<file path="config.mk">
export PLATFORM = sky130hd
export DESIGN_NAME = gpib_listener
export DESIGN_NICKNAME = d
export VERILOG_FILES = /design/src/rtl/gpib_listener.sv
export SDC_FILE = /design/constraint.sdc
export NUM_CORES = 1
export LEC_CHECK = 0
export ABC_CLOCK_PERIOD_IN_PS = 2950
export BUFFER_PORTS_ARGS = -buffer_cell sky130_fd_sc_hd__buf_2
export CORE_MARGIN = 1
export CORE_UTILIZATION = 31
export CTS_CLUSTER_SIZE = 10
export DETAILED_ROUTE_END_ITERATION = 16
export GPL_TIMING_DRIVEN = 0
export PLACE_DENSITY_LB_ADDON = 0.05
export SETUP_SLACK_MARGIN = 0.1
export SYNTH_ARGS = -nofsm -noshare
export SYNTH_HDL_FRONTEND = slang
export SYNTH_SLANG_ARGS = --single-unit
</file>
<file path="constraint.sdc">
create_clock -name clk -period 2.95 [get_ports clk]
set_input_delay 0.295 -clock clk [delete_from_list [all_inputs] [get_ports clk]]
set_output_delay 0.295 -clock clk [all_outputs]
set_load 0.02 [all_outputs]
</file>
<file path="src/rtl/gpib_listener.sv">
// rtl/gpib_listener.sv - GPIB acceptor (listener) handshake with receive FIFO.
// Optional: define GPIB_LISTENER_ATN_FILTER_EN to drop command bytes instead of queuing them.
module gpib_listener #(
  parameter int FIFO_DEPTH     = 4,
  parameter int TIMEOUT_CYCLES = 1000
) (
  input  logic       clk,
  input  logic       rst_n,
  input  logic [7:0] dio_in,
  input  logic       dav_in,
  input  logic       atn_in,
  input  logic       listen_en,
  output logic       nrfd_out,
  output logic       ndac_out,
  output logic [7:0] rx_data,
  output logic       rx_cmd,
  output logic       rx_valid,
  input  logic       rx_ready,
  output logic       timeout_err
);

  localparam int AW = $clog2(FIFO_DEPTH);
  localparam int TW = $clog2(TIMEOUT_CYCLES + 1);
  localparam logic [AW:0]   DEPTH_C = (AW + 1)'(FIFO_DEPTH);
  localparam logic [TW-1:0] T_LAST  = TW'(TIMEOUT_CYCLES - 1);

  typedef enum logic [1:0] {HOLD, READY, CAPTURE, ACCEPT} state_t;

  state_t        state;
  logic          dav_m, dav_s, atn_m, atn_s;
  logic [8:0]    cap_q;
  logic [TW-1:0] tcnt;
  logic [8:0]    mem [FIFO_DEPTH];
  logic [AW:0]   wr_ptr, rd_ptr, count;
  logic [8:0]    head;
  logic          push, pop;

  always_ff @(posedge clk or negedge rst_n) begin
    if (!rst_n) begin
      dav_m <= 1'b0;
      dav_s <= 1'b0;
      atn_m <= 1'b0;
      atn_s <= 1'b0;
    end else begin
      dav_m <= dav_in;
      dav_s <= dav_m;
      atn_m <= atn_in;
      atn_s <= atn_m;
    end
  end

  assign count    = wr_ptr - rd_ptr;
  assign rx_valid = (count != '0);
  assign pop      = rx_valid && rx_ready;
  assign head     = mem[rd_ptr[AW-1:0]];
  assign rx_data  = head[7:0];

`ifdef GPIB_LISTENER_ATN_FILTER_EN
  assign push   = (state == CAPTURE) && !cap_q[8];
  assign rx_cmd = 1'b0;
`else
  assign push   = (state == CAPTURE);
  assign rx_cmd = head[8];
`endif

  // No overflow check on push: READY is only entered with a free slot.
  always_ff @(posedge clk or negedge rst_n) begin
    if (!rst_n) begin
      wr_ptr <= '0;
      rd_ptr <= '0;
      for (int i = 0; i < FIFO_DEPTH; i++) mem[i] <= '0;
    end else begin
      if (push) begin
        mem[wr_ptr[AW-1:0]] <= cap_q;
        wr_ptr <= wr_ptr + 1'b1;
      end
      if (pop) rd_ptr <= rd_ptr + 1'b1;
    end
  end

  always_ff @(posedge clk or negedge rst_n) begin
    if (!rst_n) begin
      state       <= HOLD;
      nrfd_out    <= 1'b1;
      ndac_out    <= 1'b1;
      timeout_err <= 1'b0;
      cap_q       <= '0;
      tcnt        <= '0;
    end else begin
      timeout_err <= 1'b0;
      case (state)
        HOLD: begin
          if (listen_en && (count < DEPTH_C) && !dav_s) begin
            state    <= READY;
            nrfd_out <= 1'b0;
          end
        end
        READY: begin
          if (dav_s) begin
            state    <= CAPTURE;
            cap_q    <= {atn_s, dio_in};
            nrfd_out <= 1'b1;
          end else if (!listen_en) begin
            state    <= HOLD;
            nrfd_out <= 1'b1;
          end
        end
        CAPTURE: begin
          state    <= ACCEPT;
          ndac_out <= 1'b0;
          tcnt     <= '0;
        end
        ACCEPT: begin
          if (!dav_s) begin
            state    <= HOLD;
            ndac_out <= 1'b1;
          end else if (tcnt == T_LAST) begin
            // HOLD will not re-arm until dav_s drops, so a stuck talker is not re-captured.
            state       <= HOLD;
            ndac_out    <= 1'b1;
            timeout_err <= 1'b1;
          end else begin
            tcnt <= tcnt + 1'b1;
          end
        end
        default: begin
          state    <= HOLD;
          nrfd_out <= 1'b1;
          ndac_out <= 1'b1;
        end
      endcase
    end
  end

endmodule

</file>
==> impl_metrics.json, run 1 <==
{
  "post-route-util_pct": 37.06,
  "synth_area_mm2": 0.003269,
  "mostFrequentLayoutCell": "dfrtp_1",
  "switching_share_pct": 36.46,
  "worstMarginPinSlew_ns": 0.7096,
  "area_growth_pct": 16.49,
  "ant_nets": 0,
  "critPathKind": "flop to output port",
  "fin_hold_ws_ns": 0.05119,
  "core_area_mm2": 0.01028,
  "start_kind": "flop",
  "diodes": 0,
  "die_area_mm2": 0.01096,
  "drv_slew": 0,
  "syn_nets": 257,
  "finalCriticalPeriod_ns": 2.507,
  "yosysTopAreaCellShare_pct": 52.05,
  "avgSynthCellArea_um2": 13.91,
  "root_buffer": "clkbuf_8",
  "routedWlPerCell_um": 16.21,
  "maxCapViolCount": 0,
  "fp.dieH_um": 104.7,
  "peakVddDrop_v": 0.0003261,
  "async_flop_share_pct": 100.0,
  "grt_pass1_vias": 2141,
  "fp.dieW_um": 104.7,
  "dr.pass1.iters": 4,
  "ys_warn_count": 0,
  "cp_max_fo": 4,
  "pwr-share-seq_pct": 39.6,
  "place_area_mm2": 0.003600,
  "yosys_register_bits": 70,
  "post_cts_resized": 0,
  "dr.first_iter.drc_count": 65,
  "via_count": 2033,
  "grt_pass1_wl_mm": 11.61,
  "cts_buffer_depth": 2,
  "track_usage_pct": 13.89,
  "antenna_found_initial": 0,
  "synth.largest_area_cell": "dfrtp_1",
  "synth_ff_type": "dfrtp_1",
  "setup_viol": 0,
  "synth_cells": 235,
  "leakage_uw": 0.001668,
  "h-tree-depth": 3,
  "multiInputGateArea_mm2": 0.001444,
  "comb_power_share_pct": 41.8,
  "post-route-period-util_pct": 84.98,
  "clock_latency_ns": 0.34,
  "synth.area.top_cells": "dfrtp_1 (52%), mux2_2 (16%), mux4_2 (6.2%)",
  "finClkSkew_ns": 0.01052,
  "hold_viol": 0,
  "hold_class": "primary input to flop",
  "grt_max_degree": 46,
  "rsz0062_at_grt": "no",
  "crit_arrival_ns": 2.21,
  "crit_required_ns": 2.65,
  "cts_buffers": 9,
  "viasPerCell": 4.899,
  "layout_common_cells": "dfrtp_1 (68), mux2_2 (47), buf_2 (28), nand2_1 (15)",
  "port_buffers": 26,
  "status": "completed",
  "clkTransAtPathRegs_ns": 0.08,
  "wl_mm": 6.729,
  "place_congestion": 0.6671,
  "rows": 37,
  "pwr_density_cell_mw_per_mm2": 1106,
  "drcViolationCount": 0,
  "cts_tree": "done",
  "overflow": 0,
  "endpoint_kind": "output port",
  "drive_above_1_share_pct": 42.29,
  "ys_types": 53,
  "boundaryPins": 27,
  "finalSetupTns_ns": 0,
  "synth_edf_count": 0,
  "power.total_uw": 4213,
  "cts.sinks": 70,
  "fin_nets": 296,
  "clkPwrFrac_pct": 18.6,
  "seqCellArea_mm2": 0.001754,
  "nFillCells": 1044,
  "internal_power_uw": 2677,
  "start_util_pct": 31.81,
  "hpwl_mm": 4.474,
  "postLayoutCellArea_mm2": 0.003809,
  "maxSlewHeadroom_pct": 52.70,
  "p_sw_uw": 1536,
  "fmax_mhz": 398.9,
  "ys_seq_area_share_pct": 53.65
}
per-stage QoR:
step           instances  setup slack (ns)
6_report             415            0.4432
5_1_grt              415            0.3070
4_1_cts              415            0.3950
3_5_place_dp         398            0.7815
3_3_place_gp         397            0.7879
2_1_floorplan        235             1.004
logic make-up after synthesis:
group | after synthesis | share of synthesized area (%)
and+or+nand+nor | 49 | 9.146
muxes | 58 | 23.00
xor gates and xnor gates | 5 | 1.837
adders and majority gates | 8 | 3.291
buffers and inverters | 17 | 2.181
DFF | 70 | 53.65
AOI/OAI and AO/OA | 28 | 6.889
per-layer routing:
| layer | vias to the layer above | track usage, % | wire, µm |
|---|---|---|---|
| met4 | 0 | 6.036 | 119 |
| met2 | 23 | 20.72 | 3082 |
| met1 | 1038 | 19.54 | 3355 |
| li1 | 963 | - | - |
| met5 | - | 0 | 0 |
| met3 | 9 | 2.745 | 171 |
worst max-delay path, cell delays in order, from the launching register on:
cell,delay (ns)
dfrtp_1,0.38
inv_1,0.11
ha_1,0.22
fa_1,0.41
xor3_2,0.30
or2_2,0.29
buf_2,0.16
final timing paths:
| kind | start | endpoint | slack, ns | cells after the start |
|---|---|---|---|---|
| worst min-delay path | atn_in | atn_m | 0.05 | 1 |
| worst max register to register | wr_ptr[0] | rd_ptr[1] | 0.89 | 6 |
| worst min register to register | dav_m | dav_s | 0.36 | 0 |
| max in group asynchronous | rst_n | nrfd_out | 1.96 | 3 |
| worst max-delay path | wr_ptr[0] | rx_valid | 0.44 | 6 |
| min in group asynchronous | rst_n | mem[2] | 0.41 | 2 |
repair_timing:
item,4_1_cts,5_1_grt
buffers inserted,0,0
hold endpoints to repair,25,0
hold buffers,1,0
synth_stat cells (all sizes together), types with 2 or more instances:
cell / number
o21ai: 3
nand4: 6
o221ai: 2
nor2b: 3
a211o: 3
o41ai: 2
nor4: 5
mux2i: 2
clkbuf: 4
dfstp: 2
ha: 7
xnor2: 4
nand2b: 2
mux2: 47
dfrtp: 68
inv: 8
nand2: 19
mux4: 9
or2: 2
o311ai: 3
nor2: 3
a221oi: 2
a31oi: 4
buf: 5
area by class of cell:
type,count,area share [%]
repair buffers,28,4.468
well taps,136,4.468
flip-flops and latches,70,46.06
clock buffers,10,3.351
multi-input cells,148,37.91
plain buffers,9,1.084
clock inverters,6,1.873
inverters,8,0.7884
state kept, by name, indices dropped and copies added, names as in the netlist, 3 cells and up, named ones only:
name	cells
cap_q	9
mem	36
wr_ptr	3
rd_ptr	3
tcnt	10
power groups by stage:
stage          Sequential [µW]  Clock, µW  Combinational (µW)
6_report                  1670        785                1760
5_1_grt                   1740        867                1940
4_1_cts                   1670        820                1810
3_5_place_dp              1690          0                1800
3_3_place_gp              1690          0                1790
2_1_floorplan             1610          0                1380
(Power assumes the default switching activity.)
==> run 2, diff against run 1 <==
- ABC_CLOCK_PERIOD_IN_PS: 2950 -> 2300
- clock period: 2.95 -> 2.3 ns (I/O delays scaled with it)
==> impl_metrics.json, run 2 (synthesis results as in run 1) <==
{
  "nFillCells": 1041,
  "finalCriticalPeriod_ns": 2.145,
  "place_area_mm2": 0.003600,
  "setup_viol": 0,
  "pwr_density_cell_mw_per_mm2": 1442,
  "grt_max_degree": 46,
  "clkTransAtPathRegs_ns": 0.08,
  "track_usage_pct": 13.97,
  "die_area_mm2": 0.01096,
  "start_kind": "flop",
  "fmax_mhz": 466.2,
  "post-route-util_pct": 37.91,
  "cp_top_family": "adder cells",
  "boundaryPins": 27,
  "antenna_found_initial": 0,
  "endpoint_kind": "output port",
  "r2r_slack_ns": 0.33,
  "root_buffer": "clkbuf_8",
  "place_congestion": 0.6671,
  "grt_pass1_wl_mm": 11.69,
  "max_stage_delay_ns": 0.53,
  "wl_mm": 6.821,
  "internal_power_uw": 3592,
  "routedWlPerCell_um": 16.16,
  "cts.sinks": 70,
  "drive_above_1_share_pct": 44.76,
  "hold_end": "cap_q[5]",
  "maxSlewHeadroom_pct": 60.52,
  "hold_viol": 0,
  "fp.dieW_um": 104.7,
  "h-tree-depth": 3,
  "cts_buffers": 9,
  "hpwl_mm": 4.474,
  "dr.pass1.iters": 4,
  "dr.first_iter.drc_count": 64,
  "hold_class": "primary input to flop",
  "core_area_mm2": 0.01028,
  "finalSetupTns_ns": 0,
  "whs_path_depth": 2,
  "cp_slowest_cell": "fa_2",
  "start_util_pct": 31.81,
  "crit_arrival_ns": 1.91,
  "peakVddDrop_v": 0.0004183,
  "fp.dieH_um": 104.7,
  "largest_reg_flops": 36,
  "drcViolationCount": 0,
  "pwr-share-seq_pct": 38.0,
  "crit_required_ns": 2.07,
  "ff2ff_path_depth": 6,
  "rows": 37,
  "maxCapViolCount": 0,
  "grt_pass1_vias": 2182,
  "clock_latency_ns": 0.34,
  "timing.rr.end": "rd_ptr[1]",
  "post-route-period-util_pct": 93.25,
  "worstMarginPinSlew_ns": 0.5905,
  "via_count": 2075,
  "fin_nets": 303,
  "cp_max_fo": 3,
  "rsz0062_at_grt": "yes",
  "cts_buffer_depth": 2,
  "largest_registers": "mem (36), tcnt (10), cap_q (9)",
  "finClkSkew_ns": 0.01056,
  "p_sw_uw": 2027,
  "drv_slew": 0,
  "diodes": 0,
  "ant_nets": 0,
  "comb_power_share_pct": 44.0,
  "overflow": 0,
  "dp_cells": 398,
  "critPathKind": "flop to output port",
  "cts_tree": "done",
  "regMostFlops": "mem",
  "mostFrequentLayoutCell": "dfrtp_1",
  "instances_no_fill": 422,
  "port_buffers": 26,
  "power.total_uw": 5619,
  "critical_path_buf_inv_count": 1,
  "postLayoutCellArea_mm2": 0.003896,
  "crit_chain": "ha_4 -> fa_2 -> nand2_2 -> or2_4 -> buf_6",
  "clkPwrFrac_pct": 18.0,
  "layout_common_cells": "dfrtp_1 (68), mux2_2 (47), buf_2 (26), nand2_1 (14)",
  "switching_share_pct": 36.08,
  "area_growth_pct": 19.17,
  "viasPerCell": 4.917,
  "hold_start": "dio_in[5]",
  "reg2reg_from": "rd_ptr[0]",
  "leakage_uw": 0.001707,
  "status": "completed"
}
## run 2: how the worst max path moves through the flow
stage | slack [ns] | depth (start not counted) | start | endpoint
finish | 0.16 | 5 | rd_ptr[0] | rx_valid
global route | 0.09 | 6 | wr_ptr[0] | rx_valid
CTS | -0.01 | 5 | rd_ptr[0] | rx_valid
detailed placement | 0.20 | 6 | wr_ptr[0] | rx_valid
global placement | 0.20 | 6 | wr_ptr[0] | rx_valid
floorplan | 0.38 | 6 | wr_ptr[0] | rd_ptr[1]
## run 2: cell type report
class / count / area, µm² / share of cell area (%)
sequential: 70 / 1754 / 45.02
multi-input combinational: 148 / 1464 / 37.57
timing repair buffer: 35 / 234.0 / 6.005
tap: 136 / 170.2 / 4.367
clock buffer: 10 / 127.6 / 3.276
clock inverter: 6 / 71.32 / 1.830
buffer: 9 / 45.04 / 1.156
inverter: 8 / 30.03 / 0.7707
## run 2: power groups by stage
stage / sequential [µW] / clock (µW) / combinational, µW
after floorplan: 2060 / 0 / 1770
after global placement: 2170 / 0 / 2290
after detailed placement: 2170 / 0 / 2310
after CTS: 2140 / 1050 / 2510
after global routing: 2230 / 1110 / 2720
final: 2140 / 1010 / 2470
## run 2: routing by layer
layer  share of wire, %  global-route usage (%)  vias up
li1                   -                       -      976
met1                 50                   19.46     1067
met2                 46                   21.10       23
met3                2.4                   2.745        9
met4                1.7                   6.036        0
met5                  0                       0        -
## run 2: worst reg2reg max path: cells and delay by family, from the launching register on
kind / cells / cell delay [ns]
adder cells (fa/ha/maj): 2 / 0.54
flip-flops: 1 / 0.42
multiplexers: 1 / 0.35
XOR/XNOR: 1 / 0.24
buffers and inverters: 1 / 0.16
AO/OA/AOI/OAI: 1 / 0.16
## run 2: per-stage QoR
| step | setup WS [ns] | hold slack [ns] |
|---|---|---|
| after floorplan | 0.3778 | -0.06559 |
| after global placement | 0.2029 | 0.3336 |
| after detailed placement | 0.1965 | 0.1753 |
| after CTS | -0.01088 | 0.09371 |
| after global routing | 0.09424 | 0.09392 |
| final | 0.1552 | 0.1082 |
## run 2: timing repair
| action | CTS | global route |
|---|---|---|
| endpoints found under the hold margin | 27 | 0 |
| gates resized for setup | 8 | 2 |
| endpoints found under the setup margin | 1 | 5 |
| pin swaps | 2 | 1 |
| setup buffers | 5 | 0 |
| hold buffers | 3 | 0 |
==> run 3, diff against run 2 <==
- BUFFER_PORTS_ARGS: -buffer_cell sky130_fd_sc_hd__buf_2 -> -buffer_cell sky130_fd_sc_hd__clkbuf_2
- RECOVER_POWER: not set -> 100
==> impl_metrics.json, run 3 (synthesis results as in run 1) <==
{
  "cts_buffers": 9,
  "hold_class": "primary input to flop",
  "postLayoutCellArea_mm2": 0.003841,
  "layout_common_cells": "dfrtp_1 (68), mux2_2 (47), nand2_1 (19), clkbuf_1 (19), clkbuf_2 (14)",
  "antenna_found_initial": 0,
  "violations": "max-capacitance violations, max-slew violations",
  "pwr-share-seq_pct": 39.1,
  "drv_slew": 27,
  "finClkSkew_ns": 0.009303,
  "grt_pass1_vias": 2175,
  "post-route-period-util_pct": 93.32,
  "routedWlPerCell_um": 16.18,
  "largest_reg_flops": 36,
  "finalCriticalPeriod_ns": 2.146,
  "clock_latency_ns": 0.35,
  "grt_pass1_wl_mm": 11.52,
  "pwr_density_cell_mw_per_mm2": 1419,
  "clkPwrFrac_pct": 17.6,
  "fp.dieH_um": 104.7,
  "cts.sinks": 70,
  "root_buffer": "clkbuf_8",
  "area_growth_pct": 17.49,
  "core_area_mm2": 0.01028,
  "dr.pass1.iters": 4,
  "fmax_mhz": 465.9,
  "mostFrequentLayoutCell": "dfrtp_1",
  "start_kind": "flop",
  "whs_path_depth": 2,
  "leakage_uw": 0.001657,
  "maxSlewHeadroom_pct": -5.856,
  "reg2reg_from": "wr_ptr[0]",
  "status": "finished, violations left",
  "diodes": 0,
  "p_sw_uw": 1957,
  "boundaryPins": 27,
  "largest_registers": "mem (36), tcnt (10), cap_q (9)",
  "r2r_slack_ns": 0.18,
  "setup_viol": 0,
  "hold_start": "dio_in[4]",
  "clkTransAtPathRegs_ns": 0.08,
  "hold_viol": 0,
  "post-route-util_pct": 37.38,
  "hpwl_mm": 4.430,
  "comb_power_share_pct": 43.3,
  "h-tree-depth": 3,
  "fin_nets": 305,
  "switching_share_pct": 35.91,
  "rows": 37,
  "dr.first_iter.drc_count": 103,
  "via_count": 2060,
  "rsz0062_at_grt": "yes",
  "track_usage_pct": 13.81,
  "maxCapViolCount": 1,
  "viasPerCell": 4.870,
  "peakVddDrop_v": 0.0004585,
  "critPathKind": "flop to output port",
  "wl_mm": 6.844,
  "place_area_mm2": 0.003600,
  "hold_end": "cap_q[4]",
  "regMostFlops": "mem",
  "cts_tree": "done",
  "internal_power_uw": 3493,
  "drcViolationCount": 0,
  "place_congestion": 0.6749,
  "crit_arrival_ns": 1.92,
  "endpoint_kind": "output port",
  "grt_max_degree": 45,
  "crit_required_ns": 2.07,
  "drive_above_1_share_pct": 37.28,
  "worstMarginPinSlew_ns": 1.588,
  "port_buffers": 26,
  "start_util_pct": 31.81,
  "fin_hold_ws_ns": 0.1076,
  "overflow": 0,
  "fp.dieW_um": 104.7,
  "cts_buffer_depth": 2,
  "ant_nets": 0,
  "ff2ff_path_depth": 7,
  "die_area_mm2": 0.01096,
  "timing.rr.end": "rd_ptr[1]",
  "cp_max_fo": 3
}
[run 3: power by group through the flow]
| stage | Combinational [µW] | Sequential [µW] | Clock, µW |
|---|---|---|---|
| CTS | 2500 | 2130 | 1010 |
| detailed placement | 2320 | 2160 | 0 |
| floorplan | 1770 | 2060 | 0 |
| finish | 2360 | 2130 | 959 |
| global route | 2610 | 2230 | 1060 |
| global placement | 2300 | 2170 | 0 |
[run 3: worst max-delay path, stage by stage (launching register included)]
cell and delay (ns):
dfrtp_1 0.36, inv_2 0.05, ha_2 0.18, fa_2 0.51
nand2_1 0.08, or2_4 0.25, clkbuf_8 0.15
[run 3: repair_timing]
action	in CTS	in global routing
buffers inserted	5	2
cloned	0	0
setup endpoints to repair	1	3
hold buffers	3	0
hold endpoints to repair	28	0
resized for setup	7	4
pin swaps	2	3
[run 3: layout make-up]
type,instances,area (µm²)
Tap cell,136,170.2
Sequential cell,70,1754
Clock inverter,6,63.81
Clock buffer,9,123.9
Multi-Input combinational cell,148,1425
Fill cell,1030,6436
Inverter,8,30.03
Timing Repair Buffer,37,230.2
Buffer,9,43.79
[run 3: stage by stage]
step           worst slack, ns  total power [µW]  cells   TNS, ns
4_1_cts               -0.02924              5650    421  -0.02924
3_5_place_dp            0.2086              4483    398         0
2_1_floorplan           0.3778              3829    235         0
6_report                0.1536              5449    423         0
5_1_grt                0.05244              5892    423         0
3_3_place_gp            0.2029              4467    397         0
[run 3: per-layer routing]
metal | vias to the layer above | wire (µm) | global-route usage, %
li1 | 977 | - | -
met1 | 1042 | 3492 | 19.37
met2 | 31 | 3064 | 20.67
met3 | 10 | 194 | 3.119
met4 | 0 | 92 | 5.433
met5 | - | 0 | 0
[run 3: how the worst max path moves through the flow]
stage | startpoint | slack (ns) | to
final | wr_ptr[0] | 0.15 | rx_valid
after global routing | wr_ptr[1] | 0.05 | rd_ptr[1]
after CTS | wr_ptr[0] | -0.03 | rx_valid
after detailed placement | wr_ptr[0] | 0.21 | rx_valid
after global placement | wr_ptr[0] | 0.20 | rx_valid
after floorplan | wr_ptr[0] | 0.38 | rd_ptr[1]
